===== src/rtl/unified_mem_arbiter.sv =====
// Arbiter sharing one single-ported, variable-latency memory between instruction fetch and data access.
// Data wins ties unless fetch has been passed over STARVE_LIMIT times in a row.
module unified_mem_arbiter #(
  parameter int ADDR_W       = 32,
  parameter int DATA_W       = 32,
  parameter int STARVE_LIMIT = 4
) (
  input  logic              clk,
  input  logic              rst,
  input  logic              i_req,
  input  logic [ADDR_W-1:0] i_addr,
  output logic [DATA_W-1:0] i_rdata,
  output logic              i_ready,
  input  logic              d_req,
  input  logic              d_we,
  input  logic [ADDR_W-1:0] d_addr,
  input  logic [DATA_W-1:0] d_wdata,
  output logic [DATA_W-1:0] d_rdata,
  output logic              d_ready,
  output logic              m_req,
  output logic              m_we,
  output logic [ADDR_W-1:0] m_addr,
  output logic [DATA_W-1:0] m_wdata,
  input  logic [DATA_W-1:0] m_rdata,
  input  logic              m_ack,
  output logic              StallF,
  output logic              StallM
);

  localparam int CNT_W = $clog2(STARVE_LIMIT + 1);
  localparam logic [CNT_W-1:0] CNT_MAX = CNT_W'(STARVE_LIMIT);

  typedef enum logic [1:0] {
    IDLE   = 2'd0,
    I_BUSY = 2'd1,
    D_BUSY = 2'd2
  } state_t;

  state_t           state;
  state_t           state_nxt;
  logic [CNT_W-1:0] starve_cnt;
  logic             i_eff;
  logic             d_eff;
  logic             starved;
  logic             grant_i;
  logic             grant_d;
  logic             i_done;
  logic             d_done;

  function automatic logic [CNT_W-1:0] sat_inc(input logic [CNT_W-1:0] v);
    return (v == CNT_MAX) ? v : v + CNT_W'(1);
  endfunction

  // A requester in its ready cycle is masked so it cannot be re-granted on the completion it is consuming.
  assign i_eff   = i_req & ~i_ready;
  assign d_eff   = d_req & ~d_ready;
  assign starved = (starve_cnt == CNT_MAX);
  assign i_done  = (state == I_BUSY) && m_ack;
  assign d_done  = (state == D_BUSY) && m_ack;

  assign m_req  = (state != IDLE);
  assign StallF = i_req & ~i_ready;
  assign StallM = d_req & ~d_ready;

  always_comb begin
    state_nxt = state;
    grant_i   = 1'b0;
    grant_d   = 1'b0;
    case (state)
      IDLE: begin
        if (d_eff && !(i_eff && starved)) begin
          grant_d   = 1'b1;
          state_nxt = D_BUSY;
        end else if (i_eff) begin
          grant_i   = 1'b1;
          state_nxt = I_BUSY;
        end
      end
      I_BUSY, D_BUSY: begin
        if (m_ack) state_nxt = IDLE;
      end
      default: state_nxt = IDLE;
    endcase
  end

  always_ff @(posedge clk) begin
    if (rst) begin
      state      <= IDLE;
      starve_cnt <= '0;
      i_ready    <= 1'b0;
      d_ready    <= 1'b0;
    end else begin
      state   <= state_nxt;
      i_ready <= i_done;
      d_ready <= d_done;
      if (grant_d) begin
        starve_cnt <= i_eff ? sat_inc(starve_cnt) : '0;
      end else if (grant_i) begin
        starve_cnt <= '0;
      end
    end
  end

  // Memory-side command registers stay frozen for the whole busy period; fetch grants leave m_wdata untouched.
  always_ff @(posedge clk) begin
    if (rst) begin
      m_we    <= 1'b0;
      m_addr  <= '0;
      m_wdata <= '0;
      i_rdata <= '0;
      d_rdata <= '0;
    end else begin
      if (grant_d) begin
        m_we    <= d_we;
        m_addr  <= d_addr;
        m_wdata <= d_wdata;
      end else if (grant_i) begin
        m_we   <= 1'b0;
        m_addr <= i_addr;
      end
      if (i_done) i_rdata <= m_rdata;
      if (d_done && !m_we) d_rdata <= m_rdata;
    end
  end

endmodule


===== config.mk =====
export PLATFORM = sky130hd
export DESIGN_NAME = unified_mem_arbiter
export DESIGN_NICKNAME = d
export VERILOG_FILES = /design/src/rtl/unified_mem_arbiter.sv
export SDC_FILE = /design/constraint.sdc
export NUM_CORES = 1
export LEC_CHECK = 0
export CAP_MARGIN = 5
export CORE_ASPECT_RATIO = 0.5
export CORE_MARGIN = 2
export CORE_UTILIZATION = 40
export CTS_CLUSTER_DIAMETER = 120
export DETAILED_ROUTE_END_ITERATION = 12
export PLACE_DENSITY = 0.92
export SYNTH_ARGS = -nofsm -noshare
export SYNTH_HDL_FRONTEND = slang
export SYNTH_SLANG_ARGS = --single-unit

===== constraint.sdc =====
create_clock -name clk -period 2.4 [get_ports clk]
set_input_delay 0.48 -clock clk [delete_from_list [all_inputs] [get_ports clk]]
set_output_delay 0.48 -clock clk [all_outputs]
set_load 0.02 [all_outputs]

* Word level (Yosys, flattened, before mapping) *
Cells that the tools add are included.
W data, S select, Z words.

operators by class
  $add $sub $neg = 1
  equality and inequality tests = 6
  muxes and demuxes = 17
  bitwise logic cells = 4
  reductions and logical operators = 13

operators with widths
  cell                   count
  $mux W32               2
  $mux W3                4
  $mux W1                7
  $mux W2                3
  $ne A3 B3 Y1 const B   2
  $logic_and A1 B1 Y1    5
  $pmux W2 S2            1
  $reduce_and A2 Y1      2
  $reduce_bool A2 Y1     2
  $add A3 B1 Y3 const B  1
  $eq A3 B3 Y1 const B   1
  $and A1 B1 Y1          2
  $eq A2 B1 Y1 const B   1
  $eq A2 B2 Y1 const B   1
  $logic_not A1 Y1       2
  $logic_not A2 Y1       1
  $ne A2 B2 Y1 const B   1
  $not A1 Y1             2
  $reduce_or A2 Y1       1

storage, ports and cells
  register bits = 136
  input port bits = 134
  output and inout bits = 134

* Longest topological paths before layout *
  word-level depth = 9
  gate-level depth with buffers = 8
  gate-level depth less buffers = 6

* Worst setup path after synthesis *
No wires, ideal clock.

  kind = register to register
  start = register i_ready
  end = register m_addr[23]
  data arrival time = 1424 ps
  data required time = 2330 ps
  setup slack = 906 ps
  stages on the path, launching flop included = 8
  path buffers = 2
  clock period less this slack = 1494 ps
  cells stage by stage = dfxtp_1 nand2b_4 inv_1 o21ai_4 and2b_1 buf_4 buf_6 o2bb2ai_1

between the ends
  word-level cells in the longest chain between the ends = 8

RTL lines
  item                                                   line  RTL
  start: declaration                                     13    output logic i_ready,
  start signal: assignment                               94    i_ready <= i_done;
  $not A1 Y1 *                                           -
  $and A1 B1 Y1 *                                        -
  net StallF                                             26    output logic StallF,
  $logic_and A1 B1 Y1                                    71    if (d_eff && !(i_eff && starved)) begin
  $logic_not A1 Y1                                       71
  $logic_and A1 B1 Y1                                    71
  $mux W1                                                71
  $mux W1                                                69    case (state)
  $mux W32 / $reduce_bool A2 Y1 (equally long branches)  -
  end signal: assignment                                 115   m_addr <= d_addr;
  end signal: assignment                                 119   m_addr <= i_addr;
  end: declaration                                       22    output logic [ADDR_W-1:0] m_addr,

Mark *: on every way through the listed nets, which the timed path passes. The rest lies on a longest branch.
A chain may end at the register's enable or synchronous reset.

* Worst setup path in the final report *
  start = input port d_req
  end = output port StallM

between the ends
  word-level cells in the longest chain between the ends = 1

RTL lines
  item                line  RTL
  start: declaration  14    input logic d_req,
  $and A1 B1 Y1       63    assign StallM = d_req & ~d_ready;
  end: declaration    27    output logic StallM

No other way between the ends.

==> impl_metrics.xml <==
<?xml version="1.0" encoding="UTF-8"?>
<metrics>
  <group name="outcome">
    <metric name="run_status" unit="">completed</metric>
  </group>
  <group name="clock_network">
    <metric name="tritoncts_num_sinks" unit="">136</metric>
    <metric name="postCtsSetupRepairBufs" unit="">0</metric>
    <metric name="cts.repair.resized" unit="">0</metric>
    <metric name="cts_buffers" unit="">17</metric>
    <metric name="cts_hold_bufs" unit="">0</metric>
    <metric name="clock_tree_from_tritoncts" unit="">yes</metric>
    <metric name="clock_tree.buffer_depth" unit="">2</metric>
    <metric name="worst_setup_hold_path_clk_slew" unit="ns">0.06</metric>
    <metric name="clk_latency" unit="ns">0.41</metric>
    <metric name="h-tree-depth" unit="">4</metric>
    <metric name="clockRootBuffer" unit="">clkbuf_16</metric>
  </group>
  <group name="timing">
    <metric name="setup-tns-final" unit="ns">0</metric>
    <metric name="post-route-period-util" unit="">0.9419</metric>
    <metric name="timing.final.ws_setup" unit="ns">0.1393</metric>
    <metric name="max_slew_margin" unit="">0.5854</metric>
    <metric name="maxSlewViolCount" unit="">0</metric>
    <metric name="rsz0062_at_grt" unit="">false</metric>
    <metric name="report.final.hold_viol_count" unit="">0</metric>
    <metric name="setup_viol" unit="">0</metric>
    <metric name="skew" unit="ns">0.009351</metric>
    <metric name="worst_tran_pin_value" unit="ns">0.6218</metric>
    <metric name="fmaxAchievable" unit="MHz">442.3</metric>
    <metric name="post-route-min-period" unit="ns">2.261</metric>
  </group>
  <group name="global_routing">
    <metric name="first_global_vias" unit="">5244</metric>
    <metric name="grt_antenna_before_repair" unit="">0</metric>
    <metric name="global_route.overflow_total" unit="">0</metric>
    <metric name="grt_pass1_wl" unit="mm">25.61</metric>
    <metric name="global_route.usage.total" unit="">0.2362</metric>
    <metric name="grt_start_max_net_pins" unit="">77</metric>
  </group>
  <group name="placement">
    <metric name="dpl.hpwl" unit="mm">11.37</metric>
    <metric name="detailed_place.area" unit="µm²">7860</metric>
    <metric name="routabilityCongestion" unit="">0.8313</metric>
    <metric name="place.port_buffers" unit="">267</metric>
    <metric name="dpl_worst_slack" unit="ns">0.1483</metric>
  </group>
  <group name="routing">
    <metric name="route.antenna.remaining_nets" unit="">0</metric>
    <metric name="first_iter_violations" unit="">239</metric>
    <metric name="drt_pre_antenna_iters" unit="">4</metric>
    <metric name="remaining_drc_errors" unit="">0</metric>
    <metric name="detailroute.via_count" unit="">5187</metric>
    <metric name="vias_per_cell" unit="">4.954</metric>
    <metric name="drt-wirelength-per-cell" unit="µm">15.67</metric>
    <metric name="drt-total-wl" unit="mm">16.41</metric>
  </group>
  <group name="synth">
    <metric name="synth-main-ff-cell" unit="">dfxtp_1</metric>
    <metric name="synth_sequential_area_ratio" unit="">0.5340</metric>
    <metric name="synth_area_per_cell" unit="µm²">8.331</metric>
    <metric name="ys_warn_count" unit="">0</metric>
    <metric name="netlist_instances" unit="">612</metric>
    <metric name="mappedNetlistArea" unit="µm²">5099</metric>
    <metric name="number_of_flops_mapped_to_enable_cells_by_yosys" unit="">0</metric>
    <metric name="ys_seq_elements" unit="">136</metric>
    <metric name="syn-num-nets" unit="">751</metric>
    <metric name="async_set_or_reset_flop_fraction_in_the_synthesized_netlist" unit="">0</metric>
    <metric name="netlist-cell-type-count" unit="">36</metric>
  </group>
  <group name="floorplanning">
    <metric name="number_of_rows_created_at_floorplan" unit="">29</metric>
    <metric name="coreArea" unit="µm²">12550</metric>
    <metric name="horizontal_die_dimension" unit="µm">163.7</metric>
    <metric name="io_pins" unit="">268</metric>
    <metric name="die_area" unit="µm²">13720</metric>
    <metric name="initial_utilization" unit="">0.4061</metric>
    <metric name="die_h" unit="µm">83.84</metric>
  </group>
  <group name="critical_path">
    <metric name="path_common_cell" unit="">clkdlybuf4s50_1</metric>
    <metric name="worst_path_max_delay_cell" unit="">clkdlybuf4s50_1</metric>
    <metric name="timing.critical_path.max_delay_family" unit="">buffers and inverters</metric>
    <metric name="cp_data_arrival_time" unit="ns">1.78</metric>
    <metric name="reg2reg_from" unit="">state[1]</metric>
    <metric name="critPathLaunchType" unit="">primary input</metric>
    <metric name="worstPathBufferInverterCount" unit="">3</metric>
    <metric name="crit_path_cell_trace" unit="">clkdlybuf4s50_1 &gt; nand2b_4 &gt; inv_2 &gt; clkdlybuf4s50_1</metric>
    <metric name="cp-end-kind" unit="">output port</metric>
    <metric name="r2r_end" unit="">m_wdata[29]</metric>
    <metric name="cp.required" unit="ns">1.92</metric>
    <metric name="critPathKind" unit="">primary input to output port</metric>
    <metric name="slowest_delay" unit="ns">0.59</metric>
    <metric name="critical_path.max_fanout" unit="">3</metric>
    <metric name="ff2ff_setup_slack" unit="ns">0.60</metric>
    <metric name="r2r.worst_path.cells" unit="">7</metric>
  </group>
  <group name="finish">
    <metric name="most_frequent_standard_cell_in_the_layout_excluding_fill_and_tap_cells" unit="">clkdlybuf4s50_1</metric>
    <metric name="layout_area_growth_over_synthesis" unit="%">66.63</metric>
    <metric name="area.sequential" unit="µm²">2723</metric>
    <metric name="fin_area" unit="µm²">8496</metric>
    <metric name="multi_input_area" unit="µm²">2088</metric>
    <metric name="diodes" unit="">0</metric>
    <metric name="fillerInstances" unit="">945</metric>
    <metric name="layout-drive-gt1-share" unit="">0.06385</metric>
    <metric name="layout.cells.most_common_list" unit="">265 x clkdlybuf4s50_1, 194 x nand2_1, 136 x dfxtp_1</metric>
    <metric name="nNetsFinal" unit="">1003</metric>
  </group>
  <group name="hold_path">
    <metric name="worst_hold_path.endpoint" unit="">i_rdata[31]</metric>
    <metric name="min_path_type" unit="">flip-flop to flip-flop</metric>
    <metric name="hold_path.startpoint" unit="">i_rdata[31]</metric>
    <metric name="timing.hold.worst_path_depth" unit="">2</metric>
  </group>
  <group name="power_and_ir_drop">
    <metric name="power_per_cell_area" unit="nW/µm²">775.9</metric>
    <metric name="power.leakage" unit="nW">3.057</metric>
    <metric name="peakVddDrop" unit="mV">0.4404</metric>
  </group>
  <group name="job">
    <metric name="cap_viol_max_count" unit="">0</metric>
  </group>
</metrics>
sequential cells by signal, indices dropped and copies added (netlist names):
signal	cells
d_ready	1
starve_cnt	3
state	2
i_rdata	32
m_wdata	32
m_addr	32
m_we	1
d_rdata	32
i_ready	1
Yosys cell counts, drive strengths merged, types with 2 or more instances:
cell     count  area, µm²
a211oi       2      27.53
a21oi       96      480.5
a22oi        2      15.01
buf         29      205.2
clkbuf      17      63.81
dfxtp      136       2723
ha           5      62.56
inv          7      26.28
nand2      195      734.5
nand2b       2      27.53
nor2        39      146.4
nor2b        2      15.02
nor3b        2      15.01
o21ai       34      181.4
o2bb2ai     32      280.3
how the worst max path moves through the flow:
| stage | cells after the start | slack [ns] | to | startpoint |
|---|---|---|---|---|
| floorplan | 7 | 0.91 | m_addr[23] | i_ready |
| finish | 4 | 0.14 | StallM | d_req |
| CTS | 4 | 0.06 | m_req | state[0] |
| global placement | 4 | 0.15 | StallF | i_req |
| global route | 4 | 0.10 | StallM | d_req |
| detailed placement | 4 | 0.15 | StallF | i_req |
metrics by stage:
step / util / cells / hold WS (ns) / total power (W)
5_1_grt: 0.6767 / 1047 / 0.4739 / 0.006855
3_3_place_gp: 0.6261 / 1015 / 0.4409 / 0.003818
6_report: 0.6767 / 1047 / 0.4526 / 0.006592
4_1_cts: 0.6765 / 1047 / 0.4541 / 0.006649
2_1_floorplan: - / 612 / 0.4953 / 0.003194
3_5_place_dp: 0.6261 / 1015 / 0.4454 / 0.003855
metal layers:
| metal | GRT usage | share of wire | vias to the layer above |
|---|---|---|---|
| li1 | - | - | 2535 |
| met2 | 0.4282 | 0.51 | 164 |
| met3 | 0.05614 | 0.051 | 58 |
| met4 | 0.1276 | 0.045 | 0 |
| met1 | 0.2544 | 0.39 | 2430 |
| met5 | 0 | 0 | - |
layout make-up:
type	instances	share of cell area
Timing Repair Buffer	279	0.3311
Sequential cell	136	0.3205
Multi-Input combinational cell	423	0.2458
Clock buffer	17	0.05007
Tap cell	170	0.02504
Clock inverter	15	0.02445
Inverter	7	0.003093
power by group:
group | switching [W] | leakage, nW | internal (W)
clock | 0.00109 | 0.304 | 0.00169
combinational | 0.000664 | 1.64 | 0.000635
sequential | 0.0000881 | 1.11 | 0.00243
cells by family after synthesis:
group | synth area share
multiplexers | 0.001963
AO/OA/AOI/OAI | 0.1998
flip-flops | 0.5340
buffers and inverters | 0.05792
AND/OR/NAND/NOR | 0.1941
adder cells (fa/ha/maj) | 0.01227
tightest hold or removal path, delay by kind of cell (launching register included):
family | cells | cell delay (ns)
compound gates | 1 | 0.05
flops | 1 | 0.31
simple gates | 1 | 0.05
Power figures use the tool's default switching activity.
==> patch 1 (same flow settings) <==
Change the parameter `DATA_W` from 32 to 24.
--- a/src/rtl/unified_mem_arbiter.sv
+++ b/src/rtl/unified_mem_arbiter.sv
@@ -2,7 +2,7 @@
 // Data wins ties unless fetch has been passed over STARVE_LIMIT times in a row.
 module unified_mem_arbiter #(
   parameter int ADDR_W       = 32,
-  parameter int DATA_W       = 32,
+  parameter int DATA_W       = 24,
   parameter int STARVE_LIMIT = 4
 ) (
   input  logic              clk,
Interface: changed (5 resized); port bits go from 268 to 228. No check against the original RTL was run, so the function may have changed too.
==> patch 1 against the unedited design <==
Worst setup slack lost 0.033 ns. Routed wire length down 16%. Critical path depth did not move. First-iteration DRC count shrank 12%. Highest routed layer unchanged. Critical path type unchanged. Non-clock buffer count down 38. Fmax decreased by 1.4%. Die area fell by 16%. Via count shrank 17%. Synthesized area fell by 17%. Sequential cell count shrank 24. Cell area decreased by 19%. Count of clock-buffer cells in the layout down 8. Total power decreased by 29%. Sequential share of layout area rose by 0.51 points. Largest power group is now sequential cells.
==> patch 1: results (changes against the unedited design) <==
INFO  pwr            leakagePower=0.00247uW [was 0.00306 uW]
INFO  finish         layout_utilization=67.2% [was 67.7%]
INFO  drt            wirelength=13700um [was 16400 um]
INFO  finish         drive_gt1_share=5.64% [was 6.39%]
INFO  critical_path  regToRegStartpoint=state[0] [was state[1]]
INFO  placement      dp_hpwl=10000um [was 11400 um]
INFO  cts            clock_latency=0.35ns [was 0.41 ns]
INFO  global_route   grt_pass1_vias=4378 [was 5244]
INFO  status         run_status=finished clean [unchanged]
INFO  sta            tightestPinTransition=0.724ns [was 0.622 ns]
INFO  cts            cts-buffers-inserted=9 [was 17]
INFO  finish         nNetsFinal=845 [was 1003]
INFO  min_path       hold_path.startpoint=d_rdata[10] [was i_rdata[31]]
INFO  global_route   globalRouteTotalUtil=24.2% [was 23.6%]
INFO  logic_synthesis yosysSeqAreaShare=53.0% [was 53.4%]
INFO  logic_synthesis postSynthCellCount=507 [was 612]
INFO  placement      place_congestion=0.849 [was 0.831]
INFO  global_route   grt_pass1_wl=22000um [was 25600 um]
INFO  global_route   grt_start_max_net_pins=72 [was 77]
INFO  critical_path  worstPathMaxFanout=4 [was 3]
INFO  drt            detailedRoute.firstIterationViolations=210 [was 239]
INFO  critical_path  slack_of_the_worst_reg_to_reg_path=0.53ns [was 0.60 ns]
INFO  drt            wire_per_inst=15.8um [was 15.7 um]
INFO  min_path       holdPathEnd=d_rdata[10] [was i_rdata[31]]
INFO  logic_synthesis synthTopCellsByArea=sky130_fd_sc_hd__dfxtp_1 53%, sky130_fd_sc_hd__nand2_1 13%, sky130_fd_sc_hd__a21oi_1 8.5% [was sky130_fd_sc_hd__dfxtp_1 53%, sky130_fd_sc_hd__nand2_1 14%, sky130_fd_sc_hd__a21oi_1 9.4%]
## patch 1: changes by cell type in the layout (fill, tap and decap cells not counted), sizes merged
cell,before,now
clkinv,1,4
clkdlybuf4s50,265,226
clkbuf,17,9
inv,16,10
dfxtp,136,112
clkinvlp,2,0
nand2,195,147
a21oi,96,72
buf,13,15
dlymetal6s2s,1,0
bufinv,3,0
## patch 1: cell type report
type / count / share of cell area [%]
Multi-Input combinational cell: 351 / 25.7
Timing Repair Buffer: 241 / 34.6
Tap cell: 140 / 2.54
Clock buffer: 9 / 3.27
Sequential cell: 112 / 32.6
Inverter: 7 / 0.382
Clock inverter: 7 / 0.908
## patch 1: worst max-delay path: stages
cell and delay (ns):
sky130_fd_sc_hd__clkdlybuf4s50_1 0.54, sky130_fd_sc_hd__nand2b_4 0.08, sky130_fd_sc_hd__inv_1 0.09, sky130_fd_sc_hd__clkdlybuf4s50_1 0.61
## patch 1: where the power goes
part           internal, uW  total (uW)  switching, uW
Sequential             2000        2080           79.7
Combinational           557        1140            581
Clock                   727        1440            712
## patch 1: how the worst max path moves through the flow
stage | from | end | depth (start not counted)
2_1_floorplan | i_ready | m_addr[10] | 7
6_report | i_req | StallF | 4
5_1_grt | i_req | StallF | 4
3_5_place_dp | i_req | StallF | 4
3_3_place_gp | d_req | StallM | 4
4_1_cts | i_req | StallF | 4
## patch 1: logic make-up after synthesis
logic type	Yosys count	share of synthesized area, %
adders and majority gates	5	1.48
DFF	112	53.0
buffers and inverters	44	5.26
muxes	1	0.237
AOI/OAI and AO/OA	146	20.9
and+or+nand+nor	199	19.1
## patch 1: through the flow
| stage | setup slack, ns | power, uW | hold WS (ns) |
|---|---|---|---|
| after detailed placement | 0.122 | 3250 | 0.445 |
| after CTS | 0.118 | 4700 | 0.457 |
| after global routing | 0.0837 | 4860 | 0.471 |
| after floorplan | 0.908 | 2660 | 0.495 |
| after global placement | 0.148 | 3220 | 0.441 |
| final | 0.107 | 4660 | 0.455 |
## patch 1: layer usage
| metal | share of wire [%] | global-route usage, % | vias to the layer above |
|---|---|---|---|
| met1 | 40 | 27.4 | 2052 |
| met4 | 2.9 | 7.81 | 0 |
| met2 | 53 | 45.1 | 108 |
| li1 | - | - | 2125 |
| met5 | 0 | 0 | - |
| met3 | 3.7 | 5.36 | 32 |
==> patch 2 (same settings) <==
Made on the original files. Reset style: asynchronous (`rst`), changed in 2 clocked blocks.
--- a/src/rtl/unified_mem_arbiter.sv
+++ b/src/rtl/unified_mem_arbiter.sv
@@ -83,7 +83,7 @@
     endcase
   end
 
-  always_ff @(posedge clk) begin
+  always_ff @(posedge clk or posedge rst) begin
     if (rst) begin
       state      <= IDLE;
       starve_cnt <= '0;
@@ -102,7 +102,7 @@
   end
 
   // Memory-side command registers stay frozen for the whole busy period; fetch grants leave m_wdata untouched.
-  always_ff @(posedge clk) begin
+  always_ff @(posedge clk or posedge rst) begin
     if (rst) begin
       m_we    <= 1'b0;
       m_addr  <= '0;
Check against the original RTL: differs if rst is asserted again (counterexample within 4 cycles, from zero or initial values and one cycle with rst high); with rst held inactive, the same outputs for 4 cycles.
==> patch 2 against the unedited design <==
First-iteration DRC count increased by 24%. Synthesized area grew 19%. Sequential share of layout area up 3.3 points. Cell area up 13%. Hold slack better by 0.038 ns. Routed wire length is 16% higher. Worst setup slack got worse by 0.075 ns. Sequential cell count unchanged. Critical path type is now reg -> out.
Power is not compared: it rests on default switching activity, and its combinational part moved more than twofold at a synthesized area within 25%.
==> patch 2: results (changes against the unedited design) <==
INFO  status         run_status=finished clean [unchanged]
INFO  finish         final_area=9620um^2 [was 8500 um^2]
INFO  logic_synthesis yosysSeqAreaShare=56.0% [was 53.4%]
INFO  placement      placedInstanceArea=9020um^2 [was 7860 um^2]
INFO  finish         sequential_cell_area=3400um^2 [was 2720 um^2]
INFO  logic_synthesis post_synth_top_flop=sky130_fd_sc_hd__dfrtp_1 [was sky130_fd_sc_hd__dfxtp_1]
INFO  drt            routed-wl-met2=10100um [was 8360 um]
INFO  logic_synthesis synth.cells.most_frequent=136 x sky130_fd_sc_hd__dfrtp_1, 35 x sky130_fd_sc_hd__mux2_2, 33 x sky130_fd_sc_hd__mux2_1 [was 194 x sky130_fd_sc_hd__nand2_1, 136 x sky130_fd_sc_hd__dfxtp_1, 96 x sky130_fd_sc_hd__a21oi_1]
INFO  logic_synthesis synthesis.nets=578 [was 751]
INFO  logic_synthesis syn_area_per_cell=13.8um^2 [was 8.33 um^2]
INFO  finish         final.signal_inverter_count=8 [was 7]
INFO  drt            wirelength_met1=7550um [was 6470 um]
INFO  drt            num_vias=4851 [was 5187]
INFO  logic_synthesis library_cells_used_by_synthesis=30 [was 36]
INFO  drt            detailedRoute.firstIterationViolations=297 [was 239]
INFO  finish         layout.cells.non_filler=912 [was 1047]
INFO  logic_synthesis synth_area_in_compound_gates=12.8% [was 20.0%]
INFO  sta            slew_headroom=70.6% [was 58.5%]
INFO  logic_synthesis async_flop_share=100% [was 0%]
INFO  global_route   grt_start_max_net_pins=84 [was 77]
INFO  finish         multi_input_area=2430um^2 [was 2090 um^2]
INFO  finish         layout.nonclk_buf_share=30.2% [was 33.1%]
INFO  global_route   grt_use_met1=28.6% [was 25.4%]
INFO  global_route   grt.met3_usage=3.69% [was 5.61%]
INFO  global_route   grt.met2_usage=42.6% [was 42.8%]
INFO  drt            met3_length=711um [was 842 um]
INFO  critical_path  worstPathMaxFanout=4 [was 3]
INFO  global_route   globalRouteTotalUtil=23.9% [was 23.6%]
INFO  finish         nNetsFinal=841 [was 1003]
INFO  global_route   grt_pass1_wl=29800um [was 25600 um]
INFO  die            floorplan.tapcells=198 [was 170]
[patch 2: worst max-delay path, cell delays in order, from the launching register on]
cell and delay [ns]:
sky130_fd_sc_hd__dfrtp_1 0.34, sky130_fd_sc_hd__inv_1 0.08, sky130_fd_sc_hd__ha_1 0.27, sky130_fd_sc_hd__inv_1 0.10, sky130_fd_sc_hd__clkdlybuf4s50_1 0.67
[patch 2: repair_timing]
action,in CTS,in global routing
hold buffers,0,0
endpoints found under the setup margin,0,1
gates resized for setup,0,1
[patch 2: worst paths after layout]
| kind | startpoint | endpoint | slack, ns | cells after the start |
|---|---|---|---|---|
| min | d_rdata[12] | d_rdata[12] | 0.49 | 1 |
| max | state[0] | m_req | 0.06 | 4 |
| min reg2reg | d_rdata[12] | d_rdata[12] | 0.49 | 1 |
| max reg2reg | state[0] | m_wdata[17] | 0.58 | 6 |
| max in group asynchronous | rst | m_wdata[25] | 1.46 | 3 |
| min in group asynchronous | rst | m_addr[21] | 0.53 | 3 |
